## src/rtl/tensil_mem_pkg.sv

```systemverilog
// Shared types and default sizing for the local-memory BRAM port sequencer.
package tensil_mem_pkg;

    localparam int DEF_DATA_W    = 128;
    localparam int DEF_ADDR_W    = 6;
    localparam int DEF_LEN_W     = 8;
    localparam int DEF_RSP_DEPTH = 4;

    typedef enum logic {
        IDLE  = 1'b0,
        BURST = 1'b1
    } seq_state_t;

    typedef struct packed {
        logic [DEF_DATA_W-1:0] data;
        logic                  last;
    } rsp_beat_t;

endpackage

```

## src/rtl/bram_seq_rsp_fifo.sv

```systemverilog
// Synchronous response FIFO (DEPTH entries, registered occupancy) that buffers
// BRAM read beats until the consumer accepts them. DEPTH must be a power of 2.
module bram_seq_rsp_fifo
    import tensil_mem_pkg::*;
#(
    parameter int DEPTH = DEF_RSP_DEPTH,
    parameter int WIDTH = DEF_DATA_W + 1
) (
    input  logic                     i_clk,
    input  logic                     i_reset,
    input  logic                     i_push,
    input  logic [WIDTH-1:0]         i_wdata,
    input  logic                     i_pop,
    output logic [WIDTH-1:0]         o_rdata,
    output logic [$clog2(DEPTH):0]   o_count
);

    localparam int PTR_W = $clog2(DEPTH);

    logic [WIDTH-1:0] r_mem [DEPTH];
    logic [PTR_W-1:0] r_wr_ptr;
    logic [PTR_W-1:0] r_rd_ptr;
    logic [PTR_W:0]   r_count;
    logic             w_pop;

    // Pop of an empty FIFO is ignored; the credit scheme guarantees push never overflows.
    assign w_pop   = i_pop && (r_count != '0);
    assign o_rdata = r_mem[r_rd_ptr];
    assign o_count = r_count;

    // NOTE: storage has no reset; only pointers and count define which entries are valid.
    always_ff @(posedge i_clk) begin
        if (i_push) begin
            r_mem[r_wr_ptr] <= i_wdata;
        end
    end

    always_ff @(posedge i_clk) begin
        if (i_reset) begin
            r_wr_ptr <= '0;
            r_rd_ptr <= '0;
            r_count  <= '0;
        end else begin
            if (i_push) begin
                r_wr_ptr <= r_wr_ptr + PTR_W'(1);
            end
            if (w_pop) begin
                r_rd_ptr <= r_rd_ptr + PTR_W'(1);
            end
            case ({i_push, w_pop})
                2'b10:   r_count <= r_count + (PTR_W+1)'(1);
                2'b01:   r_count <= r_count - (PTR_W+1)'(1);
                default: r_count <= r_count;
            endcase
        end
    end

endmodule

```

## src/rtl/bram_port_sequencer.sv

```systemverilog
// Burst front end for one BRAM port: sequential addressing, credit-limited reads,
// buffered responses. Define BRAM_SEQ_STATS_EN to add read/write beat counters.
module bram_port_sequencer
    import tensil_mem_pkg::*;
#(
    parameter int DATA_W    = DEF_DATA_W,
    parameter int ADDR_W    = DEF_ADDR_W,
    parameter int LEN_W     = DEF_LEN_W,
    parameter int RSP_DEPTH = DEF_RSP_DEPTH
) (
    input  logic              i_clk,
    input  logic              i_reset,
    input  logic              i_req_valid,
    output logic              o_req_ready,
    input  logic              i_req_write,
    input  logic [ADDR_W-1:0] i_req_addr,
    input  logic [LEN_W-1:0]  i_req_len,
    input  logic              i_wr_valid,
    output logic              o_wr_ready,
    input  logic [DATA_W-1:0] i_wr_data,
    output logic              o_rsp_valid,
    input  logic              i_rsp_ready,
    output logic [DATA_W-1:0] o_rsp_data,
    output logic              o_rsp_last,
    output logic              o_busy,
    output logic              o_mem_en,
    output logic              o_mem_we,
    output logic [ADDR_W-1:0] o_mem_addr,
    output logic [DATA_W-1:0] o_mem_di,
    input  logic [DATA_W-1:0] i_mem_do
`ifdef BRAM_SEQ_STATS_EN
    ,
    output logic [31:0]       o_stat_rd_beats,
    output logic [31:0]       o_stat_wr_beats
`endif
);

    localparam int CNT_W = $clog2(RSP_DEPTH) + 1;

    seq_state_t        r_state;
    seq_state_t        w_state_nxt;
    logic              r_write;
    logic [ADDR_W-1:0] r_addr;
    logic [LEN_W-1:0]  r_len;
    logic [LEN_W-1:0]  r_cnt;
    logic              r_inflight;
    logic              r_inflight_last;

    logic              w_accept;
    logic              w_issue_wr;
    logic              w_issue_rd;
    logic              w_at_last;
    logic [CNT_W-1:0]  w_occ;
    logic [CNT_W-1:0]  w_outstanding;
    logic [DATA_W:0]   w_fifo_rdata;

    // Credit is built only from registers, so rsp_ready never reaches mem_en combinationally.
    assign w_outstanding = CNT_W'(r_inflight) + w_occ;
    assign w_at_last     = (r_cnt == r_len);
    assign w_accept      = o_req_ready && i_req_valid;

    always_comb begin
        w_state_nxt = r_state;
        o_req_ready = 1'b0;
        w_issue_wr  = 1'b0;
        w_issue_rd  = 1'b0;
        case (r_state)
            IDLE: begin
                o_req_ready = 1'b1;
                if (i_req_valid) begin
                    w_state_nxt = BURST;
                end
            end
            BURST: begin
                if (r_write) begin
                    w_issue_wr = i_wr_valid;
                end else begin
                    w_issue_rd = (w_outstanding < CNT_W'(RSP_DEPTH));
                end
                if ((w_issue_wr || w_issue_rd) && w_at_last) begin
                    w_state_nxt = IDLE;
                end
            end
            default: w_state_nxt = IDLE;
        endcase
    end

    assign o_mem_en   = w_issue_wr || w_issue_rd;
    assign o_mem_we   = w_issue_wr;
    assign o_wr_ready = w_issue_wr;
    assign o_mem_addr = r_addr;
    assign o_mem_di   = i_wr_data;
    assign o_busy     = (r_state == BURST) || (w_outstanding != '0);

    always_ff @(posedge i_clk) begin
        if (i_reset) begin
            r_state         <= IDLE;
            r_write         <= 1'b0;
            r_addr          <= '0;
            r_len           <= '0;
            r_cnt           <= '0;
            r_inflight      <= 1'b0;
            r_inflight_last <= 1'b0;
        end else begin
            r_state <= w_state_nxt;
            if (w_accept) begin
                r_write <= i_req_write;
                r_addr  <= i_req_addr;
                r_len   <= i_req_len;
                r_cnt   <= '0;
            end else if (o_mem_en) begin
                // Address wraps modulo the BRAM depth by natural overflow.
                r_addr <= r_addr + ADDR_W'(1);
                r_cnt  <= r_cnt + LEN_W'(1);
            end
            r_inflight      <= w_issue_rd;
            r_inflight_last <= w_issue_rd && w_at_last;
        end
    end

    bram_seq_rsp_fifo #(
        .DEPTH (RSP_DEPTH),
        .WIDTH (DATA_W + 1)
    ) u_rsp_fifo (
        .i_clk   (i_clk),
        .i_reset (i_reset),
        .i_push  (r_inflight),
        .i_wdata ({i_mem_do, r_inflight_last}),
        .i_pop   (i_rsp_ready),
        .o_rdata (w_fifo_rdata),
        .o_count (w_occ)
    );

    assign o_rsp_valid = (w_occ != '0);
    assign o_rsp_data  = w_fifo_rdata[DATA_W:1];
    assign o_rsp_last  = o_rsp_valid && w_fifo_rdata[0];

`ifdef BRAM_SEQ_STATS_EN
    logic [31:0] r_stat_rd;
    logic [31:0] r_stat_wr;

    always_ff @(posedge i_clk) begin
        if (i_reset) begin
            r_stat_rd <= '0;
            r_stat_wr <= '0;
        end else begin
            if (w_issue_rd) begin
                r_stat_rd <= r_stat_rd + 32'd1;
            end
            if (w_issue_wr) begin
                r_stat_wr <= r_stat_wr + 32'd1;
            end
        end
    end

    assign o_stat_rd_beats = r_stat_rd;
    assign o_stat_wr_beats = r_stat_wr;
`endif

endmodule

```

## config.mk

```make
export PLATFORM = sky130hd
export DESIGN_NAME = bram_port_sequencer
export DESIGN_NICKNAME = d
export VERILOG_FILES = /design/src/rtl/tensil_mem_pkg.sv /design/src/rtl/bram_seq_rsp_fifo.sv /design/src/rtl/bram_port_sequencer.sv
export SDC_FILE = /design/constraint.sdc
export NUM_CORES = 1
export LEC_CHECK = 0
export ABC_CLOCK_PERIOD_IN_PS = 10900
export BUFFER_PORTS_ARGS = -buffer_cell sky130_fd_sc_hd__buf_2
export CORE_AREA = 2 2 210 212
export CTS_BUF_LIST = sky130_fd_sc_hd__clkbuf_2
export DETAILED_ROUTE_END_ITERATION = 16
export DIE_AREA = 0 0 212 214
export HOLD_SLACK_MARGIN = 0.02
export PLACE_DENSITY = 0.75
export SLEW_MARGIN = 20
export SYNTH_ARGS = -nofsm -noshare
export SYNTH_HDL_FRONTEND = slang
export SYNTH_HIERARCHICAL = 1
export SYNTH_SLANG_ARGS = --single-unit
```

## constraint.sdc

```tcl
create_clock -name i_clk -period 10.9 [get_ports i_clk]
set_input_delay 1.09 -clock i_clk [delete_from_list [all_inputs] [get_ports i_clk]]
set_output_delay 1.09 -clock i_clk [all_outputs]
set_load 0.02 [all_outputs]
```

## After elaboration in Yosys (flattened, before gate mapping)

Memory sizes are Yosys's and may differ from the RTL's. A register that Yosys moved wholly into a read port is not among the register bits.
Cells that the tools add are included.

| cells by class | value |
|---|---|
| $add $sub $neg | 7 |
| $lt $le $gt $ge | 1 |
| equality and inequality tests | 3 |
| muxes and demuxes | 17 |
| bitwise gates (word level) | 1 |
| reductions and logical operators | 13 |

Operators by type and width:

| kind | number |
|---|---|
| $mux 6 | 2 |
| $mux 1 | 11 |
| $add 8x1->8 const B | 1 |
| $eq 8x8->1 | 1 |
| $add 6x1->6 const B | 1 |
| $pmux 3 s2 | 1 |
| $reduce_bool 3->1 | 2 |
| $logic_and 1x1->1 | 5 |
| $add 2x1->2 const B | 2 |
| $mux 2 | 2 |
| $reduce_bool 2->1 | 2 |
| $add 1x3->3 | 1 |
| $add 3x1->3 const B | 1 |
| $logic_or 1x1->1 | 3 |
| $lt 3x3->1 const B | 1 |
| $sub 3x1->3 const B | 1 |
| $eq 2x1->1 const B | 1 |
| $eq 2x2->1 const B | 1 |
| $pmux 1 s2 | 1 |
| $reduce_or 2->1 | 1 |
| $not 1->1 | 1 |

| storage, ports and cells | value |
|---|---|
| register bits after elaboration | 33 |
| memory bits (writable) | 516 |
| input port bits | 276 |
| output and inout bits | 269 |
| logic and storage cells | 53 |
| memories | 1 |

Memory list:

| name | depth | width | rd ports | clocked after Yosys merged registers in | wr ports | RTL line | text |
|---|---|---|---|---|---|---|---|
| u_rsp_fifo.r_mem | 4 | 129 | 1 | 1 | 1 | bram_seq_rsp_fifo.sv:20 | `logic [WIDTH-1:0] r_mem [DEPTH];` |

## Longest topological paths before layout

| logic depth | value |
|---|---|
| word-level depth | 8 |
| gate-level depth with buffers | 8 |
| depth with buffers taken out | 7 |

## Cells and area by module

Netlist, hierarchy kept.

Modules (own cells, without submodules):

| module | instances | cells an instance | area each (um2) | sequential area each (um2) |
|---|---|---|---|---|
| bram_seq_rsp_fifo | 1 | 719 | 19,058.3 | 15,675.0 |
| bram_port_sequencer | 1 | 282 | 2,230.9 | 520.5 |

## Worst setup path before layout

No wires, ideal clock.

| path | value |
|---|---|
| path kind | flip-flop to flip-flop |
| start point | register u_rsp_fifo.r_wr_ptr[0] |
| end point | memory u_rsp_fifo/r_mem[0][0] (netlist name), enable pin |
| library setup time | 0.503 ns |
| arrival time | 3.503 ns |
| setup slack | 6.894 ns |
| cell stages (with the launch flop) | 4 |
| path buffers | 0 |
| clock period less this slack | 4.006 ns |
| cell sequence | dfxtp_1 inv_1 ha_1 and2_1 |

RTL lines:

| item | RTL line | text |
|---|---|---|
| start: declaration | bram_seq_rsp_fifo.sv:21 | `logic [PTR_W-1:0] r_wr_ptr;` |
| start signal: assignment | bram_seq_rsp_fifo.sv:45 | `r_wr_ptr <= r_wr_ptr + PTR_W'(1);` |
| end: declaration | bram_seq_rsp_fifo.sv:20 |  |

No word-level cell before the write port.

==> metrics <==
hold path start i_mem_do[44]; drt drc 0; fraction of registers with async set/reset 0%; fillers 3326; minimum clock period 4.70 ns; die area 45400 um2; layout net count 1561; first-pass GRT wire length 64.9 mm; maximum vdd drop 0.000175 V; drt pass-1 iters 5; Overall Global Routing Usage 19.5%; CTS tree built; final core utilization 54.9%; clk sinks 551; Die H 214 um; hold buffers post-CTS 0; Worst Setup End Kind output port; commonest non-fill, non-tap cell in the layout edfxtp_1; vias per cell 5.33; Slew headroom 33.7%; Final TNS setup 0 ns; CTS resizes 0; drt wl/cell 22.6 um; routability congestion estimate 0.745; Pwr Total 0.00455 W; sequential area share after synthesis 76.1%; HPWL after detailed placement 28.2 mm; Post-Syn Nets 1287; Post-Route WL 44.1 mm; Worst Setup Start Kind register; most frequent cells in the layout 516 x edfxtp_1, 288 x buf_2, 186 x clkbuf_2, 129 x mux4_2, 33 x dfxtp_1; # port buffers 288; Tightest Pin Transition 0.993 ns; vias in the first global route 10930; Post-CTS Setup Bufs 0; hold path depth 1; Root Driver clkbuf_2; WP data arrival 3.61 ns; initial antenna violation count 14; Primary FF master, synth edfxtp_1; Layout area overhead 10.5%; CP Class reg -> out; max-slew violations 0; Leakage 8.08 nW; fin crit share 43.1%; vias 10368; cell area after synthesis 21300 um2; Initial Utilization 49.6%; post-route ant nets 0; Die X 212 um; Core ar. 42900 um2; R2R cell count 5; reg-to-reg startpoint u_rsp_fifo/r_wr_ptr[0]; clk slew on worst S/H paths 0.10 ns; EDFF count, synth 516; R2R setup slack 7.99 ns; Yosys cell types 43; H-tree depth 4; Rows 76; YS warnings 6; # setup viols final 0; syn avg cell area 21.3 um2; Final Hold Fails 0; PwrDens 193 nW/um2; outcome complete, no violations; Seq cells post-synth 551; Clock Latency Late Sink 1.04 ns; Reg-to-Reg End u_rsp_fifo/r_mem[2][62]; layout cells sized above 1 47.1%; Worst Path Required 9.81 ns; Hold Crit Endpoint u_rsp_fifo/r_mem[0][45]; setup repair after global routing missed its margin false; drt first-iter violations 833; Fmax achieved 213 MHz; Hold Path Class in -> reg; I/O pin cnt 545; # Max-Cap Violations 0; largest net degree at the start of global routing 117; CP max FO 69; total CTS buffers 138; Post-Syn Instances 1001; clk_skew 0.0486 ns; CTS Buffer Depth 3; grt ovf 0
## where the power goes
part           leakage [nW]  switching [W]  internal, W
Clock                 0.880       0.000748     0.000529
Sequential             4.95      0.0000413      0.00237
Combinational          2.24       0.000490     0.000373
Total                  8.08        0.00128      0.00327
## cells by family (layout without fill, tap and decap cells)
group | Yosys count | in the layout | synth area share, %
simple gates | 80 | 80 | 1.88
other cells | 0 | 6 | 0
buf+inv | 174 | 529 | 5.95
mux | 130 | 130 | 13.7
compound gates | 41 | 41 | 1.13
fa+ha+maj | 10 | 10 | 0.623
flops | 551 | 551 | 76.1
xor+xnor | 15 | 15 | 0.652
## sequential cells by signal (all words and copies together) (netlist names), named ones only
| name | flops |
|---|---|
| r_inflight | 1 |
| r_cnt | 8 |
| u_rsp_fifo/r_rd_ptr | 2 |
| r_len | 8 |
| u_rsp_fifo/r_wr_ptr | 2 |
| o_mem_addr | 6 |
| u_rsp_fifo/r_mem | 516 |
| u_rsp_fifo/o_count | 3 |
| r_inflight_last | 1 |
| r_write | 1 |
| r_state | 1 |
## worst max path at each step
stage          cells after the start                endpoint
2_1_floorplan                      3  u_rsp_fifo/r_mem[0][0]
3_3_place_gp                       3         o_rsp_data[123]
3_5_place_dp                       3          o_rsp_data[59]
4_1_cts                            3          o_rsp_data[57]
5_1_grt                            3         o_rsp_data[123]
6_report                           3         o_rsp_data[123]
## critical path: stages, from the launching register on
cell and delay [ns]:
dfxtp_4 1.00, buf_4 0.91, mux4_2 0.44, buf_2 0.18
## stage by stage
step / instances / hold WS, ns / setup slack (ns) / instance area, um2
detailed placement: 1719 / 0.460 / 7.18 / 22300
floorplan: 1001 / 0.438 / 6.89 / 21300
finish: 1947 / 0.255 / 6.20 / 23500
global route: 1945 / 0.0993 / 5.94 / 23500
global placement: 1719 / 0.457 / 7.19 / 22300
CTS: 1940 / 0.0730 / 5.94 / 23500
## cell usage after synthesis (2+ instances only)
cell type / number / area (um2)
edfxtp_1: 516 / 15500
buf_4: 132 / 991
mux4_2: 129 / 2910
dfxtp_1: 35 / 701
nand2_1: 26 / 97.6
a21oi_1: 18 / 90.1
buf_6: 14 / 158
nor2_1: 13 / 48.8
xor2_1: 11 / 96.3
buf_2: 10 / 50.1
o21ai_0: 10 / 50.1
ha_1: 9 / 113
inv_1: 9 / 33.8
nand3_1: 9 / 45.0
clkbuf_1: 8 / 30.0
or3_1: 8 / 50.1
and2_1: 5 / 31.3
and3_1: 4 / 25.0
a31oi_1: 3 / 18.8
nor4_1: 3 / 18.8
xnor2_1: 3 / 26.3
nand2b_1: 2 / 12.5
nand4_1: 2 / 12.5
nor3_1: 2 / 10.0
or4_1: 2 / 15.0
## metal layers
| layer | global-route usage, % | wire length [um] | vias up |
|---|---|---|---|
| met5 | 0.970 | 155 | - |
| met4 | 10.7 | 1610 | 16 |
| met3 | 8.64 | 4250 | 119 |
| met2 | 29.3 | 21400 | 485 |
| met1 | 23.4 | 16700 | 5205 |
| li1 | - | - | 4543 |
## final cells by class
cell class	instances	area (um2)	share of cell area [%]
Antenna cell	6	15.0	0.0638
Multi-Input combinational cell	276	3840	16.3
Sequential cell	551	16200	68.9
Timing Repair Buffer	298	1550	6.58
Clock buffer	186	931	3.96
Inverter	10	37.5	0.160
Tap cell	585	732	3.11
Clock inverter	35	228	0.968
(Power assumes the default switching activity.)
